===== src/rtl/note_arbiter.sv =====
// note_arbiter: eight piano keys (C4..C5) share one square-wave divider.
// Keys are synchronised and debounced. The lowest pressed key wins, and its
// half-period limit is loaded into the divider that drives tone_out.
// When the note changes or the keys are released, the divider first runs to
// its next wrap, so tone_out never produces a runt high pulse.
// Build option: define OCTAVE_EN to add the octave_up input. When it is set,
// the limit loaded into the divider is halved.
module note_arbiter #(
   parameter int CLK_HZ       = 50000000,
   parameter int DEBOUNCE_CYC = 500000
) (
   input  logic       clk,
   input  logic       reset,
   input  logic [7:0] keys,
   input  logic       enable,
`ifdef OCTAVE_EN
   input  logic       octave_up,
`endif
   output logic       tone_out,
   output logic [2:0] note_idx,
   output logic       note_valid
);

   localparam int SW = $clog2(DEBOUNCE_CYC);
   localparam logic [SW-1:0] STAB_MAX = SW'(DEBOUNCE_CYC - 1);

   // Half-period limits: CLK_HZ / (2 * f), evaluated at elaboration time.
   localparam logic [16:0] LIM_0 = 17'(CLK_HZ / (2 * 262));
   localparam logic [16:0] LIM_1 = 17'(CLK_HZ / (2 * 294));
   localparam logic [16:0] LIM_2 = 17'(CLK_HZ / (2 * 330));
   localparam logic [16:0] LIM_3 = 17'(CLK_HZ / (2 * 349));
   localparam logic [16:0] LIM_4 = 17'(CLK_HZ / (2 * 392));
   localparam logic [16:0] LIM_5 = 17'(CLK_HZ / (2 * 440));
   localparam logic [16:0] LIM_6 = 17'(CLK_HZ / (2 * 494));
   localparam logic [16:0] LIM_7 = 17'(CLK_HZ / (2 * 523));

   typedef enum logic [1:0] {
      S_IDLE  = 2'd0,
      S_PLAY  = 2'd1,
      S_DRAIN = 2'd2
   } state_t;

   function automatic logic [16:0] f_limit(input logic [2:0] idx);
      logic [16:0] lim;
      case (idx)
         3'd0:    lim = LIM_0;
         3'd1:    lim = LIM_1;
         3'd2:    lim = LIM_2;
         3'd3:    lim = LIM_3;
         3'd4:    lim = LIM_4;
         3'd5:    lim = LIM_5;
         3'd6:    lim = LIM_6;
         default: lim = LIM_7;
      endcase
      return lim;
   endfunction

   logic [7:0]    r_k_s1;
   logic [7:0]    r_k_s2;
   logic [7:0]    r_cand;
   logic [SW-1:0] r_stab;
   logic [7:0]    r_keys_db;

   state_t        r_state;
   logic [16:0]   r_cnt;
   logic [16:0]   r_limit;
   logic          r_tone;
   logic [2:0]    r_idx;

   state_t        w_state_nxt;
   logic [16:0]   w_cnt_nxt;
   logic [16:0]   w_limit_nxt;
   logic          w_tone_nxt;
   logic [2:0]    w_idx_nxt;
   logic          w_load;

   logic [2:0]    w_win_idx;
   logic          w_win_valid;
   logic          w_wrap;
   logic [16:0]   w_div_cnt;
   logic          w_div_tone;
   logic [16:0]   w_load_limit;
   logic          w_oct_change;

   // Two-flop synchroniser, then a stability counter that accepts the key vector.
   always_ff @(posedge clk or negedge reset) begin
      if (!reset) begin
         r_k_s1    <= '0;
         r_k_s2    <= '0;
         r_cand    <= '0;
         r_stab    <= '0;
         r_keys_db <= '0;
      end else begin
         r_k_s1 <= keys;
         r_k_s2 <= r_k_s1;
         if (r_k_s2 != r_cand) begin
            r_cand <= r_k_s2;
            r_stab <= '0;
         end else if (r_stab == STAB_MAX) begin
            r_keys_db <= r_cand;
         end else begin
            r_stab <= r_stab + SW'(1);
         end
      end
   end

   // Fixed priority: the lowest pressed key wins.
   always_comb begin
      w_win_idx = 3'd0;
      for (int i = 7; i >= 0; i--) begin
         if (r_keys_db[i]) w_win_idx = 3'(i);
      end
   end

   assign w_win_valid = |r_keys_db;
   assign w_wrap      = (r_cnt == r_limit);
   assign w_div_cnt   = w_wrap ? 17'd0 : r_cnt + 17'd1;
   assign w_div_tone  = w_wrap ? ~r_tone : r_tone;

`ifdef OCTAVE_EN
   logic r_oct_s1;
   logic r_oct_s2;
   logic r_oct_cur;

   // Synchronise octave_up and remember which octave the loaded limit uses.
   always_ff @(posedge clk or negedge reset) begin
      if (!reset) begin
         r_oct_s1  <= 1'b0;
         r_oct_s2  <= 1'b0;
         r_oct_cur <= 1'b0;
      end else begin
         r_oct_s1 <= octave_up;
         r_oct_s2 <= r_oct_s1;
         if (w_load) r_oct_cur <= r_oct_s2;
      end
   end

   assign w_load_limit = r_oct_s2 ? (f_limit(w_win_idx) >> 1) : f_limit(w_win_idx);
   assign w_oct_change = (r_oct_s2 != r_oct_cur);
`else
   assign w_load_limit = f_limit(w_win_idx);
   assign w_oct_change = 1'b0;
`endif

   // State register and the shared divider.
   always_ff @(posedge clk or negedge reset) begin
      if (!reset) begin
         r_state <= S_IDLE;
         r_cnt   <= '0;
         r_limit <= '0;
         r_tone  <= 1'b0;
         r_idx   <= '0;
      end else begin
         r_state <= w_state_nxt;
         r_cnt   <= w_cnt_nxt;
         r_limit <= w_limit_nxt;
         r_tone  <= w_tone_nxt;
         r_idx   <= w_idx_nxt;
      end
   end

   // Next state. A note change or release drains the divider to its next wrap
   // before anything is reloaded. Clearing enable overrides every transition.
   always_comb begin
      w_state_nxt = r_state;
      w_cnt_nxt   = r_cnt;
      w_limit_nxt = r_limit;
      w_tone_nxt  = r_tone;
      w_idx_nxt   = r_idx;
      w_load      = 1'b0;
      case (r_state)
         S_IDLE: begin
            w_tone_nxt = 1'b0;
            w_cnt_nxt  = 17'd0;
            if (w_win_valid) begin
               w_load      = 1'b1;
               w_state_nxt = S_PLAY;
            end
         end
         S_PLAY: begin
            w_cnt_nxt  = w_div_cnt;
            w_tone_nxt = w_div_tone;
            if (!w_win_valid && !r_tone) begin
               w_state_nxt = S_IDLE;
               w_tone_nxt  = 1'b0;
               w_cnt_nxt   = 17'd0;
            end else if (!w_win_valid || (w_win_idx != r_idx) || w_oct_change) begin
               w_state_nxt = S_DRAIN;
            end
         end
         S_DRAIN: begin
            w_cnt_nxt  = w_div_cnt;
            w_tone_nxt = w_div_tone;
            if (w_wrap) begin
               w_tone_nxt = 1'b0;
               w_cnt_nxt  = 17'd0;
               if (w_win_valid) begin
                  w_load      = 1'b1;
                  w_state_nxt = S_PLAY;
               end else begin
                  w_state_nxt = S_IDLE;
               end
            end
         end
         default: begin
            w_state_nxt = S_IDLE;
            w_tone_nxt  = 1'b0;
            w_cnt_nxt   = 17'd0;
         end
      endcase
      if (!enable) begin
         w_state_nxt = S_IDLE;
         w_tone_nxt  = 1'b0;
         w_cnt_nxt   = 17'd0;
         w_load      = 1'b0;
      end
      if (w_load) begin
         w_idx_nxt   = w_win_idx;
         w_limit_nxt = w_load_limit;
         w_cnt_nxt   = 17'd0;
      end
   end

   assign tone_out   = r_tone;
   assign note_idx   = r_idx;
   assign note_valid = (r_state != S_IDLE);

endmodule


===== config.mk =====
export PLATFORM = sky130hd
export DESIGN_NAME = note_arbiter
export DESIGN_NICKNAME = d
export VERILOG_FILES = /design/src/rtl/note_arbiter.sv
export SDC_FILE = /design/constraint.sdc
export NUM_CORES = 1
export LEC_CHECK = 0
export BUFFER_PORTS_ARGS = -buffer_cell sky130_fd_sc_hd__buf_2
export CAP_MARGIN = 15
export CORE_ASPECT_RATIO = 0.9
export CORE_MARGIN = 10
export CORE_UTILIZATION = 55
export DETAILED_ROUTE_END_ITERATION = 8
export MAX_ROUTING_LAYER = met4
export PLACE_DENSITY_LB_ADDON = 0.3
export SKIP_CTS_REPAIR_TIMING = 1
export SYNTH_ARGS = -nofsm -noshare
export SYNTH_HDL_FRONTEND = slang
export SYNTH_SLANG_ARGS = --single-unit

===== constraint.sdc =====
create_clock -name clk -period 4.9 [get_ports clk]
set_input_delay 0 -clock clk [delete_from_list [all_inputs] [get_ports clk]]
set_output_delay 0 -clock clk [all_outputs]
set_load 0.03 [all_outputs]

Yosys cells after proc, flatten, opt, wreduce, memory -nomap -nowiden
Index checks and enable logic that the tools add are counted.
Widths: inputs -> output; s select.
{"block": "totals", "input_bits": 11, "word_cells": 73, "reg_bits": 91}
{"block": "op_classes", "eq_ne": 16, "addsub": 2, "muxes": 33, "n_reduce_logical": 10, "n_bitwise": 2}
{"cell": "$pmux 17 s7", "count": 1}
{"cell": "$mux 17", "count": 5}
{"cell": "$mux 19", "count": 2}
{"cell": "$pmux 17 s2", "count": 1}
{"cell": "$mux 3", "count": 8}
{"cell": "$add 19x1->19 const B", "count": 1}
{"cell": "$eq 19x19->1 const B", "count": 1}
{"cell": "$add 17x1->17 const B", "count": 1}
{"cell": "$eq 17x17->1", "count": 1}
{"cell": "$mux 2", "count": 5}
{"cell": "$eq 3x3->1 const B", "count": 3}
{"cell": "$mux 1", "count": 8}
{"cell": "$ne 8x8->1", "count": 1}
{"cell": "$reduce_or 8->1", "count": 1}
{"cell": "$eq 3x2->1 const B", "count": 2}
{"cell": "$ne 3x3->1 const B", "count": 2}
{"cell": "$pmux 2 s3", "count": 1}
{"cell": "$ne 4x4->1 const B", "count": 1}
{"cell": "$pmux 1 s2", "count": 2}
{"cell": "$eq 3x1->1 const B", "count": 1}
{"cell": "$logic_not 3->1", "count": 1}
{"cell": "$ne 3x3->1", "count": 1}
{"cell": "$reduce_and 3->1", "count": 1}
{"cell": "$eq 2x1->1 const B", "count": 1}
{"cell": "other kinds (9)", "count": 11}

Longest topological paths before layout
Gate-level depths: netlist of the first run.
{"block": "depth", "depth_word": 14, "mapped_depth": 9, "ltp_nobuf": 8}

Worst setup path after synthesis of the first run
No wires, ideal clock.
{"block": "synth_timing", "path_kind": "register to register", "from": "reg r_stab[12]", "to": "reg r_keys_db[3]", "synth_period_minus_slack_ns": 1.951, "path_stages_with_launch": 7, "arrival_time_ns": 1.827, "required_ns": 4.775, "setup_slack_ns": 2.949, "path_cell_list": "dfrtp_1 or4_1 nor2_2 nand4_4 nor2_4 buf_6 mux2_2"}
{"block": "synth_between", "elab_chain_len": 2}
{"item": "start: declaration", "line_no": "61", "text": "logic [SW-1:0] r_stab;"}
{"item": "start signal: assignment", "line_no": "102", "text": "r_stab <= r_stab + SW'(1);"}
{"item": "$eq 19x19->1", "line_no": "99", "text": "end else if (r_stab == STAB_MAX) begin"}
{"item": "$reduce_and 2->1 (no source line)"}
{"item": "end signal: assignment", "line_no": "100", "text": "r_keys_db <= r_cand;"}
{"item": "end: declaration", "line_no": "62", "text": "logic [7:0] r_keys_db;"}
No other way between the ends.
A chain may end at the register's enable or synchronous reset.

Worst setup path after layout of the first run
{"block": "layout_timing", "from": "reg r_keys_db[0]", "to": "reg r_state[1]"}
{"block": "layout_between", "elab_chain_len": 6, "word_cells_on_any_way": 12}
{"item": "$reduce_or 8->1", "line_no": "115", "text": "assign w_win_valid = |r_keys_db;"}
{"item": "$logic_not 1->1", "line_no": "183, 187"}
{"item": "$logic_and 1x1->1", "line_no": "183", "text": "if (!w_win_valid && !r_tone) begin"}
{"item": "$mux 2", "line_no": "183"}
{"item": "$pmux 2 s3", "line_no": "171", "text": "case (r_state)"}
{"item": "$mux 2", "line_no": "211", "text": "if (!enable) begin"}
{"item": "end signal: assignment", "line_no": "154", "text": "r_state <= w_state_nxt;"}
{"item": "end: declaration", "line_no": "64", "text": "state_t r_state;"}
Parallel ways exist; a longest one is shown, timed or not.

==> run summary, run 1 <==
Post-synth ARST share - 100%
Sum of negative setup slack - 0 ns
I/O Buffers - 15
GPL Wtd Cong - 0.790
Antenna cells - 0
Yosys top cell by area - dfrtp_1
Post-route cell area - 0.00457 mm²
LEAKAGE - 1.99 nW
Syn Nets - 399
Synth Area per Inst - 10.8 µm²
Die Span X - 111 µm
Crit-path max FO - 12
Core area - 0.00715 mm²
Most frequent cell after synthesis - dfrtp_1
Hold worst-path end - r_k_s1[3]
Worst rel slew slack - 52.3%
CTS root buffer - clkbuf_8
Register-to-register setup slack - 2.58 ns
PwrDens - 291 mW/mm²
Ys flop type - dfrtp_1
I/O pin count - 16
Hold wc startpoint - keys[3]
WP data arrival - 2.58 ns
Fin cells - 499
Seq cells post-synth - 89
CP max stage delay - 0.46 ns
Initial DRC Count - 99
Worst-path cell chain - nor4_4, and2b_1, nand2_1, o21ai_0, nand3_1, o32ai_2, mux2_2
Crit path buf inv count - 0
WP data required - 5.16 ns
DR WL/cell - 14.2 µm
Initial antenna violation count - 0
Setup violators final - 0
Critical-path top delay cell - dfrtp_1
Worst Clk Skew - 0.0111 ns
CTS buffer count - 9
Clock Sinks - 89
Cell class contributing the biggest share of worst-path delay - simple AND/OR/NAND/NOR gates
TritonCTS clock tree - yes
CP Class - reg -> reg
Startpoint types - flip-flop
# DRC - 0
Final wirelength - 7090 µm
Gr ovfl total - 0
Post-synth EDFFs - 0
H-Tree Depth - 3
Reg2reg start - r_keys_db[0]
Post-Place Cells - 470
Vias - 2,632
Distinct cells, synth - 42
Clock Pin Slew Worst Setup and Hold Paths - 0.10 ns
Vias in the first global route - 2,572
Die area - 0.0113 mm²
Hold Path Class - in -> reg
Max Fclk - 0.430 GHz
Status - completed
Hold Violations, Final - 0
Area contributors post-synth - dfrtp_1, xor2_1, xnor2_1
Hold Path Stages - 2
Placed cell area - 0.00421 mm²
RR Endpoint - r_state[1]
Syn Inst Count - 381
Reg2reg path depth - 7
Gr usage total - 13.0%
Worst-skew pair later-pin latency - 0.36 ns
DRT Pass-1 Iters - 4
Height of the die - 102 µm
Post-Syn Area - 0.00411 mm²
P&R area growth vs syn - 11.0%
First-pass GRT wire length - 12,000 µm
Final Util - 63.9%
Largest net degree at the start of global routing - 90
Max_cap viols - 0
Worst Tran Pin Value - 0.714 ns
Rows - 29
DP HPWL - 4740 µm
Net count, final - 419
Slew Limit Fails - 0
YS warnings - 0
Routed Antenna Nets - 0
Share of layout cells above drive strength 1 - 14.0%
Yosys top cell area share - 54.2%
Sequential element share of the synthesized area - 54.2%
Peak supply drop - 238 µV
RSZ-0062 raised after global routing - no
Max clock buf depth - 2
Most frequent cells after synthesis - dfrtp_1, nor2_1, xor2_1, nand2_1, xnor2_1
CP endpoint kind - flip-flop
DR vias/cell - 5.27
Post-route minimum period - 2.32 ns
Initial Utilization - 57.5%
Part of the cycle the worst path needs - 47.4%
==> placed cells by master (no fill, tap or decap), drive strengths merged, types with 3 or more instances in the layout <==
master	count
dfrtp	89
nor2	53
xor2	31
nand2	29
xnor2	27
inv	17
buf	16
nand3	14
mux2	14
a21oi	14
dlygate4sd3	12
nor3	11
o21ai	11
and3	10
clkbuf	9
nand4	8
ha	7
a31oi	6
nor4	4
or3	3
mux2i	3
clkinv	3
==> how the worst max path moves through the flow <==
stage                      start      endpoint  slack [ns]  cells after the start
floorplan             r_stab[12]  r_keys_db[3]        2.95                      6
global placement        r_cnt[6]    r_limit[8]        2.57                      6
detailed placement      r_cnt[5]   r_limit[15]        2.59                      6
CTS                   r_limit[7]   r_limit[15]        2.57                      6
global route            r_cnt[6]   r_limit[10]        2.35                      7
finish              r_keys_db[0]    r_state[1]        2.58                      7
==> where the power goes <==
| group | leakage [nW] | internal (mW) | switching [mW] |
|---|---|---|---|
| Sequential | 1.18 | 0.747 | 0.00888 |
| Combinational | 0.709 | 0.0277 | 0.0405 |
| Clock | 0.105 | 0.206 | 0.299 |
| Total | 1.99 | 0.980 | 0.349 |
==> final cells by class <==
type / count / area, µm²
fillers: 547 / 2580
inverters: 13 / 48.8
clock buffers: 9 / 124
multi-input cells: 260 / 1740
flip-flops and latches: 89 / 2230
clock inverters: 7 / 83.8
well taps: 93 / 116
repair buffers: 28 / 225
==> routing by layer <==
metal,share of wire [%],GRT usage (%),vias to the layer above
li1,-,-,1306
met1,48,15.3,1287
met2,48,21.3,30
met3,2.6,3.69,9
met4,1.3,4.15,0
met5,0,-,-
==> metrics by stage <==
step / hold slack, ns / total power, mW / setup WS [ns]
global route: 0.250 / 1.38 / 2.35
global placement: 0.107 / 0.826 / 2.57
finish: 0.273 / 1.33 / 2.58
floorplan: -0.296 / 0.802 / 2.95
CTS: -0.282 / 1.33 / 2.57
detailed placement: 0.109 / 0.829 / 2.59
==> cells by family (layout without fill, tap and decap cells) <==
| logic type | count (synthesis) | after routing | share of synthesized area, % |
|---|---|---|---|
| AO/OA/AOI/OAI | 40 | 40 | 6.79 |
| XOR/XNOR | 58 | 58 | 12.4 |
| adder cells (fa/ha/maj) | 7 | 7 | 2.13 |
| buffers and inverters | 32 | 57 | 3.50 |
| flip-flops | 89 | 89 | 54.2 |
| multiplexers | 17 | 17 | 4.56 |
| AND/OR/NAND/NOR | 138 | 138 | 16.5 |
==> registers in the layout (all words and copies together), names as in the netlist <==
name,flops
r_k_s1,8
r_cnt,17
r_stab,19
tone_out,1
r_keys_db,8
r_k_s2,8
note_idx,3
r_cand,8
r_state,2
r_limit,15
Note: power is estimated with default switching activity, not from simulation.
==> run 2: changes to the inputs <==
--- a/config.mk
+++ b/config.mk
@@ -5,6 +5,7 @@
 export SDC_FILE = /design/constraint.sdc
 export NUM_CORES = 1
 export LEC_CHECK = 0
+export ABC_AREA = 1
 export BUFFER_PORTS_ARGS = -buffer_cell sky130_fd_sc_hd__buf_2
 export CAP_MARGIN = 15
 export CORE_ASPECT_RATIO = 0.9
==> constraint.sdc (replaced) <==
create_clock -name clk -period 2.45 [get_ports clk]
set_input_delay 0 -clock clk [delete_from_list [all_inputs] [get_ports clk]]
set_output_delay 0 -clock clk [all_outputs]
set_load 0.03 [all_outputs]
==> run summary, run 2 <==
Status - completed
Sum of negative setup slack - 0 ns (unchanged)
CTS root buffer - clkbuf_8
Crit path buf inv count - 2 (+2)
Register with the highest flop count - r_stab
PwrDens - 562 mW/mm² (+93%)
Yosys top cell by area - dfrtp_1
Height of the die - 105 µm (+2.6%)
Syn Inst Count - 550 (+44%)
Core area - 0.00766 mm² (+7.1%)
Worst rel slew slack - 65.6% (+13 points)
RR Endpoint - r_keys_db[3]
Max reg flops - 19 (unchanged)
Rows - 30 (+3.4%)
Max Fclk - 0.475 GHz (+10%)
# DRC - 0 (unchanged)
CP Class - reg -> reg
Net count, final - 592 (+41%)
DP HPWL - 6070 µm (+28%)
I/O Buffers - 15 (unchanged)
TritonCTS clock tree - yes
Seq pwr share - 55.1% (-1.7 points)
DR vias/cell - 5.20 (-1.5%)
Clock power frac - 39.3% (+1.3 points)
Cell class contributing the biggest share of worst-path delay - simple AND/OR/NAND/NOR gates
LEAKAGE - 2.37 nW (+19%)
Sequential element share of the synthesized area - 50.8% (-3.3 points)
Most frequent cells in the layout - nand2_1, dfrtp_1, inv_1
Most frequent cell after synthesis - nand2_1
Crit-path max FO - 16 (+4)
Post-Syn Area - 0.00438 mm² (+6.5%)
Worst Tran Pin Value - 0.516 ns (-0.199 ns)
Area contributors post-synth - dfrtp_1, nand2_1, inv_1
Net Sw Frac - 25.3% (-0.97 points)
Synth Area per Inst - 7.96 µm² (-26%)
Largest net degree at the start of global routing - 90 (unchanged)
Die area - 0.0119 mm² (+5.3%)
Biggest regs - r_stab: 19 flops, r_cnt: 17 flops, r_limit: 15 flops
Vias in the first global route - 3,261 (+27%)
Seq cells post-synth - 89 (unchanged)
Antenna cells - 0 (unchanged)
Hold Path Class - in -> async
Distinct cells, synth - 30 (-29%)
Post-synth ARST share - 100% (unchanged)
GPL Wtd Cong - 0.895 (+13%)
Post-synth EDFFs - 0 (unchanged)
First-pass GRT wire length - 14,600 µm (+22%)
Commonest non-fill, non-tap cell in the layout - nand2_1
WP data required - 2.70 ns (-2.46 ns)
Footprint of the multi-input gates - 0.00179 mm² (+2.9%)
Max_cap viols - 0 (unchanged)
Worst Clk Skew - 0.0117 ns (+0.000680 ns)
Fillers - 655 (+20%)
Crit-path most repeated cell - nand2_1
Ys flop type - dfrtp_1
WP data arrival - 2.35 ns (-0.23 ns)
Worst-path cell chain - inv_1, or2_2, nand4_1, nor2_1, nand2_1, inv_1, nand2_1, nand2_1, o21ai_0
Peak supply drop - 450 µV (+89%)
Hold Violations, Final - 0 (unchanged)
Share of layout cells above drive strength 1 - 9.15% (-4.9 points)
Reg area - 0.00223 mm² (unchanged)
Clock Pin Slew Worst Setup and Hold Paths - 0.10 ns (about the same)
Part of the cycle the worst path needs - 85.9% (+38 points)
H-Tree Depth - 3 (unchanged)
RSZ-0062 raised after global routing - no
Yosys top cell area share - 50.8% (-3.3 points)
Clock Sinks - 89 (unchanged)
Most frequent cells after synthesis - nand2_1, dfrtp_1, inv_1, nor2_1, nand3_1
Initial DRC Count - 194 (+96%)
CP max stage delay - 0.39 ns (-0.07 ns)
Routed Antenna Nets - 0 (unchanged)
I/O pin count - 16 (unchanged)
P&R area growth vs syn - 10.8%
Worst-skew pair later-pin latency - 0.37 ns (about the same)
Setup violators final - 0 (unchanged)
Initial antenna violation count - 0 (unchanged)
CP endpoint kind - flip-flop
Post-route cell area - 0.00485 mm² (+6.3%)
Comb pwr share - 5.5% (+0.4 points)
Syn Nets - 568 (+42%)
Reg2reg start - r_cand[6]
Critical-path top delay cell - nand2_1
Startpoint types - flip-flop
Final worst slack - 0.345 ns (-2.23 ns)
Reg2reg path depth - 9 (+2)
Worst setup startpoint - r_cand[6]
Gr usage total - 15.1% (+2.1 points)
Pint - 2.04 mW (+110%)
Dpl ws - 0.366 ns (-2.22 ns)
Final wirelength - 8590 µm (+21%)
Register-to-register setup slack - 0.34 ns (-2.23 ns)
CTS buffer count - 9 (unchanged)
Vias - 3,508 (+33%)
P_sw - 0.690 mW (+98%)
Slew Limit Fails - 0 (unchanged)
Gr ovfl total - 0 (unchanged)
Max clock buf depth - 2 (unchanged)
DRT Pass-1 Iters - 5 (+1)
YS warnings - 0 (unchanged)
Placed cell area - 0.00452 mm² (+7.3%)
Initial Utilization - 57.2% (-0.31 points)
DR WL/cell - 12.7 µm (-10%)
Post-route minimum period - 2.11 ns (-0.219 ns)
Die Span X - 114 µm (+2.6%)
run 2: changes by cell type in the layout (fill, tap and decap cells not counted), sizes merged, moves of 14 or more:
cell   delta
inv      +63
nand3    +22
nand2   +129
xnor2    -19
xor2     -21
mux2     -14
run 2: logic make-up after synthesis:
logic type	after synthesis	synth area share [%]
xor+xnor	18	3.60
buf+inv	91	8.25
flops	89	50.8
fa+ha+maj	7	2.00
compound gates	47	6.20
simple gates	298	29.1
run 2: cell type report:
class / instances / area share [%]
repair buffers: 28 / 4.54
flip-flops and latches: 89 / 45.9
clock inverters: 7 / 1.75
clock buffers: 9 / 2.55
inverters: 76 / 5.88
multi-input cells: 370 / 36.9
well taps: 96 / 2.47
run 2: how the worst max path moves through the flow:
stage                   end  slack [ns]  cells past startpoint
2_1_floorplan    r_stab[18]        0.75                     10
3_3_place_gp   r_keys_db[6]        0.37                      8
3_5_place_dp   r_keys_db[3]        0.37                      9
4_1_cts        r_keys_db[3]        0.34                      9
5_1_grt        r_keys_db[6]        0.11                      8
6_report       r_keys_db[3]        0.34                      9
run 2: power groups by stage:
| stage | clock network (mW) | registers [mW] | logic, mW |
|---|---|---|---|
| 6_report | 1.07 | 1.50 | 0.151 |
| 5_1_grt | 1.16 | 1.51 | 0.171 |
| 4_1_cts | 1.10 | 1.50 | 0.137 |
| 3_5_place_dp | 0 | 1.53 | 0.136 |
| 3_3_place_gp | 0 | 1.53 | 0.131 |
| 2_1_floorplan | 0 | 1.53 | 0.0804 |
run 2: stage by stage:
| stage | hold slack, ns | total power [mW] | std cells | utilization (%) |
|---|---|---|---|---|
| finish | 0.0103 | 2.73 | 675 | 63.4 |
| global route | 0.0115 | 2.84 | 675 | 63.4 |
| floorplan | -0.296 | 1.61 | 550 | - |
| global placement | 0.108 | 1.66 | 648 | 59.0 |
| CTS | -0.289 | 2.75 | 664 | 61.7 |
| detailed placement | 0.110 | 1.67 | 648 | 59.0 |
run 2: per-layer routing:
layer | GRT usage (%) | wire length (µm) | part of all wire [%]
met1 | 18.6 | 3920 | 46
met2 | 23.1 | 4190 | 49
met3 | 3.72 | 297 | 3.5
met4 | 6.35 | 180 | 2.1
met5 | - | 0 | 0
